[src/rtl/fifo_block_assembler_pkg.sv]
// Shared definitions for the FIFO-to-AES block assembler and the FIFO read port.
package fifo_block_assembler_pkg;

  localparam int AES_BLK_W  = 128;
  localparam int AES_WORD_W = 32;

  typedef enum logic {
    FILL = 1'b0,
    HOLD = 1'b1
  } asm_state_e;

  // Ceiling log2, also used by the FIFO for its pointer widths.
  function automatic int clog2(input int value);
    int r;
    r = 0;
    for (int i = 0; i < 31; i++) begin
      if ((1 << i) < value) r = i + 1;
    end
    return r;
  endfunction

endpackage

[src/rtl/fifo_rd_port.sv]
// Generic FIFO read-side requester: issues up to WORDS reads per batch and
// flags the cycle in which each granted word appears on rdata.
module fifo_rd_port
  import fifo_block_assembler_pkg::*;
#(
  parameter int WORDS = 4,
  parameter int CW    = clog2(WORDS) + 1
) (
  input  logic clk,
  input  logic arst_n,
  input  logic clr,
  input  logic rempty,
  input  logic enable,
  input  logic restart,
  output logic rrq,
  output logic pend
);

  logic [CW-1:0] issued;
  logic          grant;

  // rrq is held low in reset so a non-empty FIFO is never popped then.
  assign rrq   = arst_n & enable & ~rempty & (issued < CW'(WORDS)) & ~clr;
  assign grant = rrq & ~rempty;

  always_ff @(posedge clk or negedge arst_n) begin
    if (!arst_n) begin
      pend   <= 1'b0;
      issued <= '0;
    end else if (clr) begin
      pend   <= 1'b0;
      issued <= '0;
    end else begin
      pend <= grant;
      if (restart) begin
        issued <= '0;
      end else if (grant) begin
        issued <= issued + 1'b1;
      end
    end
  end

endmodule

[src/rtl/fifo_block_assembler.sv]
// Packs WORDS consecutive FIFO words (first word in the MSBs) into one AES
// block and offers it on a valid/ready output.
module fifo_block_assembler
  import fifo_block_assembler_pkg::*;
#(
  parameter int DWIDTH = AES_WORD_W,
  parameter int BWIDTH = AES_BLK_W
) (
  input  logic              clk,
  input  logic              arst_n,
  input  logic              clr,
  input  logic              rempty,
  input  logic [DWIDTH-1:0] rdata,
  output logic              rrq,
  output logic [BWIDTH-1:0] blk_data,
  output logic              blk_valid,
  input  logic              blk_ready,
  output logic [15:0]       blk_cnt,
  output asm_state_e        dbg_state
);

  // BWIDTH must be a whole multiple of DWIDTH.
  localparam int WORDS = BWIDTH / DWIDTH;
  localparam int CW    = clog2(WORDS) + 1;

  // Handshake: a block transfers on any edge where blk_valid & blk_ready;
  // blk_data is frozen while blk_valid is high and blk_ready alone does nothing.
  asm_state_e    state;
  logic [CW-1:0] captured;
  logic          pend;
  logic          restart;

  assign restart   = (state == HOLD) & blk_ready & ~clr;
  assign dbg_state = state;

  fifo_rd_port #(
    .WORDS (WORDS),
    .CW    (CW)
  ) u_rd_port (
    .clk     (clk),
    .arst_n  (arst_n),
    .clr     (clr),
    .rempty  (rempty),
    .enable  (state == FILL),
    .restart (restart),
    .rrq     (rrq),
    .pend    (pend)
  );

  always_ff @(posedge clk or negedge arst_n) begin
    if (!arst_n) begin
      state     <= FILL;
      captured  <= '0;
      blk_data  <= '0;
      blk_valid <= 1'b0;
      blk_cnt   <= '0;
    end else if (clr) begin
      // A word landing this edge belongs to the dropped block and is ignored.
      state     <= FILL;
      captured  <= '0;
      blk_valid <= 1'b0;
    end else begin
      case (state)
        FILL: begin
          if (pend) begin
            blk_data <= {blk_data[BWIDTH-DWIDTH-1:0], rdata};
            captured <= captured + 1'b1;
            if (captured == CW'(WORDS - 1)) begin
              state     <= HOLD;
              blk_valid <= 1'b1;
            end
          end
        end
        HOLD: begin
          if (blk_ready) begin
            state     <= FILL;
            captured  <= '0;
            blk_valid <= 1'b0;
            blk_cnt   <= blk_cnt + 16'd1;
          end
        end
        default: state <= FILL;
      endcase
    end
  end

endmodule
[config.mk]
export PLATFORM = sky130hd
export DESIGN_NAME = fifo_block_assembler
export DESIGN_NICKNAME = d
export VERILOG_FILES = /design/src/rtl/fifo_block_assembler_pkg.sv /design/src/rtl/fifo_rd_port.sv /design/src/rtl/fifo_block_assembler.sv
export SDC_FILE = /design/constraint.sdc
export NUM_CORES = 1
export LEC_CHECK = 0
export ABC_AREA = 1
export CORE_ASPECT_RATIO = 1.1
export CORE_UTILIZATION = 50
export CTS_CLUSTER_SIZE = 24
export DETAILED_ROUTE_END_ITERATION = 10
export PLACE_DENSITY_LB_ADDON = 0.08
export SYNTH_ARGS = -nofsm -noshare
export SYNTH_HDL_FRONTEND = slang
export SYNTH_SLANG_ARGS = --single-unit
[constraint.sdc]
create_clock -name clk -period 2.8 [get_ports clk]
set_input_delay 0.56 -clock clk [delete_from_list [all_inputs] [get_ports clk]]
set_output_delay 0.56 -clock clk [all_outputs]
set_load 0.02 [all_outputs]
### Word level (Yosys, flattened, before mapping)

Cells that the tools add are included.

* register bits: 153
* input port bits: 37
* output and inout bits: 147
* logic and storage cells: 48

* add/sub/neg operators: 3
* $lt $le $gt $ge: 1
* equality and inequality tests: 4
* mux-type cells: 18
* bitwise operators: 10
* reductions and logical operators: 5

Operators by type and width (number)
* $mux W3: 6
* $add A16 B1 Y16 const B: 1
* $mux W1: 9
* $ne A3 B3 Y1 const B: 3
* $reduce_and A3 Y1: 3
* $and A1 B1 Y1: 7
* $add A3 B1 Y3 const B: 2
* $pmux W3 S2: 1
* $pmux W1 S2: 2
* $eq A3 B2 Y1 const B: 1
* $lt A3 B3 Y1 const B: 1
* $not A1 Y1: 3
* $reduce_bool A3 Y1: 1
* $reduce_and A2 Y1: 1

### Logic depth before layout (Yosys ltp)

* depth after elaboration: 9
* depth in mapped cells: 8
* mapped depth without buffers: 8

### Modules after synthesis

From an unflattened synthesis, not the netlist that was laid out.

* cells, all modules: 672
* area total of the unflattened synthesis: 6237.2 sq um

Modules (own cells, without submodules)
* fifo_block_assembler: instances 1, cells an instance 639, area each 6002.0 sq um, seq. area each 3728.6 sq um
* fifo_rd_port: instances 1, cells an instance 33, area each 235.2 sq um, seq. area each 100.1 sq um

### Worst setup path before layout

No wires, ideal clock.

* path type: input -> output
* from: input clr
* to: output rrq
* arrival time: 1.022 ns
* required time: 2.240 ns
* setup slack: 1.218 ns
* stages: 3
* buffers on the path: 0
* cell sequence: nor2_2 nand3_1 inv_1

* longest elaborated chain between the ends: 2

Ends and longest elaborated chain
* from (decl): RTL line fifo_block_assembler.sv:11 `input logic clr,`
* $not A1 Y1 (no source line)
* $and A1 B1 Y1: RTL line fifo_rd_port.sv:23 `assign rrq = arst_n & enable & ~rempty & (issued < CW'(WORDS)) & ~clr;`
* to (decl): RTL line fifo_block_assembler.sv:14 `output logic rrq,`

Every way passes these cells.

### Worst setup path after layout

* from: input arst_n
* to: output rrq

* longest elaborated chain between the ends: 4

Ends and longest elaborated chain
* from (decl): RTL line fifo_block_assembler.sv:10 `input logic arst_n,`
* $and A1 B1 Y1 (4 in series): RTL line fifo_rd_port.sv:23

Every way passes these cells.

==> out/metrics.cfg <==
[floorplanning]
die_area_um2 = 12500
die_x_um = 106
pin_count = 184
num_rows = 41
core_um2 = 11600
start_util_pct = 51.8
die_h_um = 117

[sta]
fin_ws_ps = 381
period_minus_slack_ps = 2420
max_slew_margin_pct = 40.0
hold_viol = 0
holdWs_ps = 470
final-setup-viol-count = 0
max_clock_freq_ghz = 0.413
tightestPinTransition_ps = 899
fin_skew_ps = 7.39
fin_tns_setup_ps = 0
maxSlewViolCount = 0
rsz0062_at_grt = false
period_share_pct = 86.4

[worst_setup_path]
cpPeakStageDelay_ps = 550
critical_path.top_delay_family = buffers and inverters
crit_required_ps = 2240
cp_slowest_cell = dlygate4sd3_1
crit_fanout = 15
crit_top_cell = inv_1
cp_num_buf_inv = 5
critPathArrivalTime_ps = 1860
crit_type = input pin to output port
cp-start-kind = input pin
critPathCaptureType = output port
path_cells = dlygate4sd3_1, buf_6, inv_1, nor2_1, nand3_1, inv_1, dlymetal6s2s_1

[cts]
h-tree-depth = 4
clk-insertion-delay-late_ps = 400
tritoncts = built
postCtsSetupRepairBufs = 0
path_clk_slew_ps = 50
cts_root_buf = clkbuf_16
cts_buffer_depth = 2
cts_made_buffers = 17
cts_num_sinks = 153

[finish]
n_fill_cell = 885
layout_common_cells = nand2_1 (290), clkdlybuf4s50_1 (181), dfrtp_1 (153), o21ai_0 (66), inv_1 (53)
final_common_cell = nand2_1
nNetsFinal = 877
final_layout_size_suffix_gt1_share_pct = 5.65
final_core_util_pct = 73.6
area_growth_pct = 42.0
antennaDiodeCount = 0

[placement]
gp_congestion = 0.781
port-buffer-count = 183
hpwl_um = 9010
pre_cts_ws_ps = 254

[logic_synthesis]
syn-num-nets = 694
synth_area_um2 = 6010
synth_cell_type_count = 24
ys_seq_area_share_pct = 63.7
syn-instance-count = 653
synth_area_leader_cell = dfrtp_1
synth_top_cell_area_share_pct = 63.7
postSynthAreaPerCell_um2 = 9.20
yosys_warnings = 0
synth_top_cells_by_area = dfrtp_1 (64%), nand2_1 (18%), o21ai_0 (5.5%)
ys_ff_latch = 153

[drt]
drtIter0Drc = 295
wire_per_inst_um = 13.5
viasPerCell = 4.79
num_vias = 4787
drc = 0
drtAntennaViolNets = 0
finalWirelength_um = 13400
drt_pre_antenna_iters = 5

[run_status]
status = finished clean

[global_route]
grt_start_max_net_pins = 100
antenna_found_initial = 0
grt_pass1_vias = 4525
globalRouteTotalUtil_pct = 22.7
grt_pass1_wl_um = 21800
overflow = 0

[pwr]
power_mw = 7.51
leakagePower_nw = 4.12
power.density_nw_per_um2 = 881
vdd_ir_drop_max_mv = 0.592

[hold_path]
hp-class = flop to flop

[job]
maxCapViolations = 0

==> kinds of logic after synthesis <==
group	share of synthesized area (%)
compound gates	6.29
xor+xnor	1.60
buf+inv	6.02
flops	63.7
simple gates	21.5
fa+ha+maj	0.833
==> synthesized netlist by cell type (all sizes together) <==
| cell type | instances |
|---|---|
| a31oi | 1 |
| o21ai | 66 |
| xor2 | 5 |
| buf | 23 |
| nand3 | 9 |
| nand4 | 3 |
| o21bai | 2 |
| clkbuf | 5 |
| nand2 | 294 |
| xnor2 | 6 |
| a21oi | 4 |
| inv | 54 |
| dfrtp | 153 |
| o22ai | 1 |
| nor2 | 21 |
| ha | 4 |
| nor3 | 2 |
==> through the flow <==
step	instance area [µm²]	cells
2_1_floorplan	6010	653
3_3_place_gp	7960	966
3_5_place_dp	7960	966
4_1_cts	8530	999
5_1_grt	8530	999
6_report	8530	999
==> area by class of cell <==
cell class	instances	area, µm²	area share [%]
sequential	153	3830	44.9
timing repair buffer	192	1930	22.6
multi-input combinational	418	1820	21.3
clock buffer	22	464	5.44
inverter	54	204	2.39
tap	150	188	2.20
clock inverter	10	95.1	1.11
==> final timing paths <==
path / start / endpoint / cells past startpoint / slack (ps)
setup / recovery: arst_n / rrq / 7 / 380
hold reg to reg: captured[0] / captured[0] / 1 / 470
hold / removal: captured[0] / captured[0] / 1 / 470
max in group asynchronous: arst_n / blk_data[42] / 3 / 1160
min in group asynchronous: arst_n / blk_cnt[2] / 2 / 530
setup reg to reg: dbg_state / blk_data[41] / 5 / 1230
==> timing repair <==
action                     4_1_cts  5_1_grt
hold buffers                     1        0
setup endpoints to repair        0        1
resized for setup                0        1
hold endpoints to repair        12        0
==> worst register-to-register path, stage by stage (launching register included) <==
cell and delay, ps:
dfrtp_1 460, nor2_2 190, nand2_4 100, clkinv_2 80, buf_4 430, o21ai_0 180
==> where the power goes <==
group          switching (mW)  internal (mW)
Clock                   0.858           1.27
Sequential              0.353           2.72
Combinational            1.22           1.09
Total                    2.43           5.08
==> state kept, by name (all words and copies together), names as in the netlist <==
| register | cells |
|---|---|
| blk_data | 128 |
| blk_cnt | 16 |
| captured | 3 |
| u_rd_port.issued | 3 |
| blk_valid | 1 |
| dbg_state | 1 |
| u_rd_port.pend | 1 |
==> routing by layer <==
metal | vias to the layer above | part of all wire (%) | wire length [µm] | global-route usage [%]
li1 | 2382 | - | - | -
met1 | 2255 | 43 | 5740 | 28.6
met2 | 134 | 49 | 6530 | 36.9
met3 | 16 | 7.2 | 961 | 8.03
met4 | 0 | 1.5 | 205 | 7.85
met5 | - | 0 | 0 | 0
No activity file was read; power rests on OpenSTA's default activity.
==> patch 1, RTL diff (same flow settings) <==
`AES_BLK_W`: 128 -> 256.
--- a/src/rtl/fifo_block_assembler_pkg.sv
+++ b/src/rtl/fifo_block_assembler_pkg.sv
@@ -2,5 +2,5 @@
 package fifo_block_assembler_pkg;
 
-  localparam int AES_BLK_W  = 128;
+  localparam int AES_BLK_W  = 256;
   localparam int AES_WORD_W = 32;
 
Interface: changed (resized blk_data); port bits go from 184 to 312. The function was not compared with the original's and may differ.
==> patch 1 against the unedited design <==
  * Fmax fell by 4.8%
  * Worst setup slack got worse by 120 ps
  * Utilization decreased by 2.6 points
  * Count of clock-buffer cells in the layout increased by 24
  * Global-route usage is 0.71 points lower
  * Sequential share of layout area grew 0.27 points
  * Design area increased by 84%
  * Via count grew 48%
  * Synthesized area increased by 88%
  * Power rose by 110%
  * Critical path type unchanged
  * Sequential power is 100% higher
  * Sequential cell count up 130
  * First-iteration DRC count increased by 11%
  * Routed wire length grew 86%
==> patch 1: results (changes against the unedited design) <==
Run status
The flow ran to the end, and the final reports show no timing, DRC or antenna violations.

Clock network
The number of CTS-inserted buffers is 28 (+11). The number of H-tree levels is 1 (-3).

Worst hold path
The type of the most critical hold path is in2async.

Detailed routing
The starting DRC count in detailed routing is 327 (+11%). The total via count after detailed routing is 7074 (+48%). The count of TritonRoute iterations in the first routing pass is 4 (-1). The wire length after detailed routing is 25000 µm (+86%).

Critical path
The launch point of the worst path is clr. The largest fanout on the critical path is 4 (-11). The worst-case register-to-register setup slack is 990 ps (-240 ps).

The library cell contributing the largest single delay on the critical path is clkdlybuf4s50_1.

Place
The number of buffer cells added on primary ports is 311 (+70%). The HPWL after detailed placement is 17500 µm (+95%). The final weighted congestion of routability-driven global placement is 0.809 (+3.5%).

Global route
The first-pass GRT wire length is 40300 µm (+85%). The global-route met3 utilization is 0.0670 (-0.0132). The met1 global-route usage is 0.303 (+0.0164).

Synthesis
The number of distinct library cells after synthesis is 25 (+4.2%). By area the synthesized netlist is led by dfrtp_1 63%, mux2_4 13%, mux2_2 5.6%, mux2_1 3.4%, nand2_1 2.6%. By count the netlist is led by 283 x dfrtp_1, 100 x mux2_4, 77 x nand2_1, 56 x mux2_2, 53 x inv_1.

Final layout
The largest registers in the layout are blk_data: 256 flops, blk_cnt: 16 flops. The number of filler instances in the final layout came to 1551 (+75%).

Power and ir drop
The peak supply drop is 0.613 mV (+3.7%). The total leakage power is 7.59 nW (+84%).

Timing
The maximum clock skew at final layout is 6.52 ps (-0.876 ps).

Die
The starting density of the core is 0.511 (-0.00738).
-- patch 1: cells by family (layout without fill, tap and decap cells) --
group                    count (synthesis)  in the layout  synth area share
adder cells (fa/ha/maj)                  3              3           0.00333
XOR/XNOR                                11             11           0.00853
buffers and inverters                   88            435            0.0453
multiplexers                           190            190             0.223
AO/OA/AOI/OAI                           74             74            0.0332
AND/OR/NAND/NOR                        160            160            0.0595
flip-flops                             283            283             0.627
-- patch 1: per-stage QoR --
step                      cell area (µm²)  hold slack [ps]  instances  setup slack [ps]  total power (W)
after floorplan                     11300              264        809              1190          0.00887
after global placement              14700              474       1400               270           0.0119
after detailed placement            14700              492       1400               265           0.0120
after CTS                           15700              167       1451               251           0.0158
after global routing                15700              166       1451               162           0.0164
final                               15700              122       1451               260           0.0156
-- patch 1: final cells by class --
cell class | instances | share of cell area
clock inverter | 5 | 0.00479
multi-input combinational | 438 | 0.237
inverter | 53 | 0.0127
timing repair buffer | 331 | 0.216
clock buffer | 46 | 0.0554
tap | 295 | 0.0235
sequential | 283 | 0.452
-- patch 1: final timing paths --
path | end | cells after the start
setup reg to reg | blk_data[2] | 5
min in group clk | blk_data[255] | 2
setup / recovery | rrq | 5
hold / removal | blk_cnt[14] | 2
hold reg to reg | blk_data[255] | 2
max in group asynchronous | blk_data[15] | 3
-- patch 1: critical path, delay by kind of cell --
kind / cells / cell delay (ps)
and+or+nand+nor: 2 / 230
buffers and inverters: 3 / 1190
-- patch 1: power breakdown --
group,switching [W],internal [W]
clock,0.00150,0.00229
sequential,0.000931,0.00527
combinational,0.00262,0.00304
total,0.00505,0.0106
-- patch 1: layer usage --
layer  wire (µm)  vias up
li1            -     3379
met1       11000     3426
met2       11400      230
met3        2050       39
met4         508        0
met5           0        -
==> patch 2, RTL diff (config.mk and constraints unchanged) <==
Without the edit above. Make the reset (`arst_n`) synchronous in 2 clocked blocks.
--- a/src/rtl/fifo_rd_port.sv
+++ b/src/rtl/fifo_rd_port.sv
@@ -24,5 +24,5 @@
   assign grant = rrq & ~rempty;
 
-  always_ff @(posedge clk or negedge arst_n) begin
+  always_ff @(posedge clk) begin
     if (!arst_n) begin
       pend   <= 1'b0;
--- a/src/rtl/fifo_block_assembler.sv
+++ b/src/rtl/fifo_block_assembler.sv
@@ -48,5 +48,5 @@
   );
 
-  always_ff @(posedge clk or negedge arst_n) begin
+  always_ff @(posedge clk) begin
     if (!arst_n) begin
       state     <= FILL;
Check against the original RTL: differs if arst_n is asserted again (counterexample within 4 cycles, from zero or initial values and one cycle with arst_n low); with arst_n held inactive, the same outputs for 4 cycles.
==> patch 2 against the unedited design <==
  * Critical path depth fell by 2
  * Sequential cell count did not move
  * Routed wire length rose by 15%
  * Synthesized area fell by 1.4%
  * Utilization fell by 1.8 points
  * Worst hold slack got worse by 20 ps
  * Critical path type unchanged
  * Clock skew rose by 3.1 ps
  * Design area fell by 3.3%
  * Worst setup slack got worse by 170 ps
Power is not compared: it rests on default switching activity, and its combinational part moved more than twofold at a synthesized area within 25%.
==> patch 2: results (changes against the unedited design) <==
Synthesis
By area the synthesized netlist is led by dfxtp_1 52%, a21oi_1 12%, nand3_1 12%, nand2_1 11%, buf_6 2.5%. The number of instances in the synthesized netlist came to 747 (+14%). The predominant post-synthesis flop cell is dfxtp_1. The part of the Yosys area used for sequential elements was 0.517 (-0.120). The number of distinct library cells after synthesis is 25 (+4.2%). The yosys synthesis warning count was 0 (unchanged). The synthesized net count is 788 (+14%). Ranked by instance count, the synthesized netlist is headed by 168 x nand2_1, 153 x dfxtp_1, 140 x a21oi_1, 140 x nand3_1, 37 x nor2_1. The fraction of registers with async set/reset came to 0 (-1.00).

Worst hold path
The end point of the worst hold path is u_rd_port.issued[2]. The count of cells along the worst hold path is 2 (+1). The worst hold path begins at u_rd_port.issued[2].

Place
The number of cells after detailed placement is 1031 (+6.7%). The final weighted congestion of routability-driven global placement was 0.877 (+12%). The HPWL after detailed placement was 9720 µm (+8.0%).

Critical path
The worst-case register-to-register setup slack is 1170 ps (-60 ps). The origin of the critical flop-to-flop path is dbg_state. The library cell contributing the largest single delay on the critical path is clkdlybuf4s50_1. The length in cells of the worst reg-to-reg path is 7 (+2). The terminus of the critical flop-to-flop path is blk_data[115]. The cell family contributing the most delay on the critical path is buffers and inverters. The largest fanout on the critical path was 5 (-10). The biggest cell delay along the critical path is 640 ps (+90 ps). The data arrival time at the worst-slack endpoint is 2030 ps (+170 ps).

Run status
The flow ran to the end, and the final reports show no timing, DRC or antenna violations.

Final layout
The number of standard cells in the layout, taps in and fillers out is 1061 (+6.2%). The share of cells above drive strength 1 is 0.0538 (-0.00275). The number of nets in the final layout is 941 (+7.3%).

Global route
The number of global-route vias before repair is 4957 (+9.5%). The first-pass GRT wire length is 24300 µm (+11%). The global-route met3 utilization came to 0.0480 (-0.0323). The met1 global-route usage is 0.322 (+0.0355).

The met2 usage in global routing is 0.406 (+0.0373). The largest net degree at the start of global routing is 132 (+32%). The total routing resource utilization after global routing is 0.247 (+0.0198).

Detailed routing
The met2 wirelength from detailed routing is 7680 µm (+18%). The post-route met1 wirelength is 6700 µm (+17%). The starting DRC count in detailed routing is 496 (+68%).

The wire length after detailed routing is 15500 µm (+15%). The total via count after detailed routing was 5661 (+18%).

Timing
The maximum clock skew at final layout is 10.5 ps (+3.07 ps). The actual transition at the worst max-transition pin is 784 ps (-116 ps).

Clock network
The number of H-tree levels was 4 (unchanged).
## patch 2: worst max path at each step
stage | startpoint | endpoint
global route | clr | rrq
CTS | clr | rrq
finish | clr | rrq
global placement | clr | rrq
floorplan | clr | rrq
detailed placement | clr | rrq
## patch 2: cells by family (layout without fill, tap and decap cells)
kind of cell | count (synthesis) | count (layout) | synth area share
simple gates | 360 | 360 | 0.266
flops | 153 | 153 | 0.517
compound gates | 150 | 150 | 0.128
buf+inv | 79 | 243 | 0.0790
fa+ha+maj | 4 | 4 | 0.00845
xor+xnor | 1 | 1 | 0.00148
## patch 2: per-stage QoR
stage               hold WS [ps]  instance area (µm²)  worst slack, ps
floorplan                    427                 5920             1070
global placement             436                 7650              226
finish                       451                 8250              210
global route                 482                 8250              138
CTS                          453                 8250              197
detailed placement           444                 7650              197
## patch 2: layout make-up
type | count | area, µm²
clock inverters | 11 | 149
repair buffers | 192 | 1920
flip-flops and latches | 153 | 3060
well taps | 150 | 188
multi-input cells | 515 | 2390
fillers | 914 | 3240
clock buffers | 19 | 443
inverters | 21 | 86.3
## patch 2: tightest hold or removal path, delay by kind of cell (launching register included)
kind | cells | cell delay [ps]
buf+inv | 1 | 50
flops | 1 | 310
compound gates | 1 | 50
## patch 2: power by group through the flow
| stage | Combinational, W | Sequential (W) | Clock (W) |
|---|---|---|---|
| after floorplan | 0.000125 | 0.00226 | 0 |
| after global routing | 0.000244 | 0.00220 | 0.00243 |
| after detailed placement | 0.000227 | 0.00225 | 0 |
| after global placement | 0.000225 | 0.00225 | 0 |
| final | 0.000228 | 0.00220 | 0.00229 |
| after CTS | 0.000227 | 0.00220 | 0.00232 |
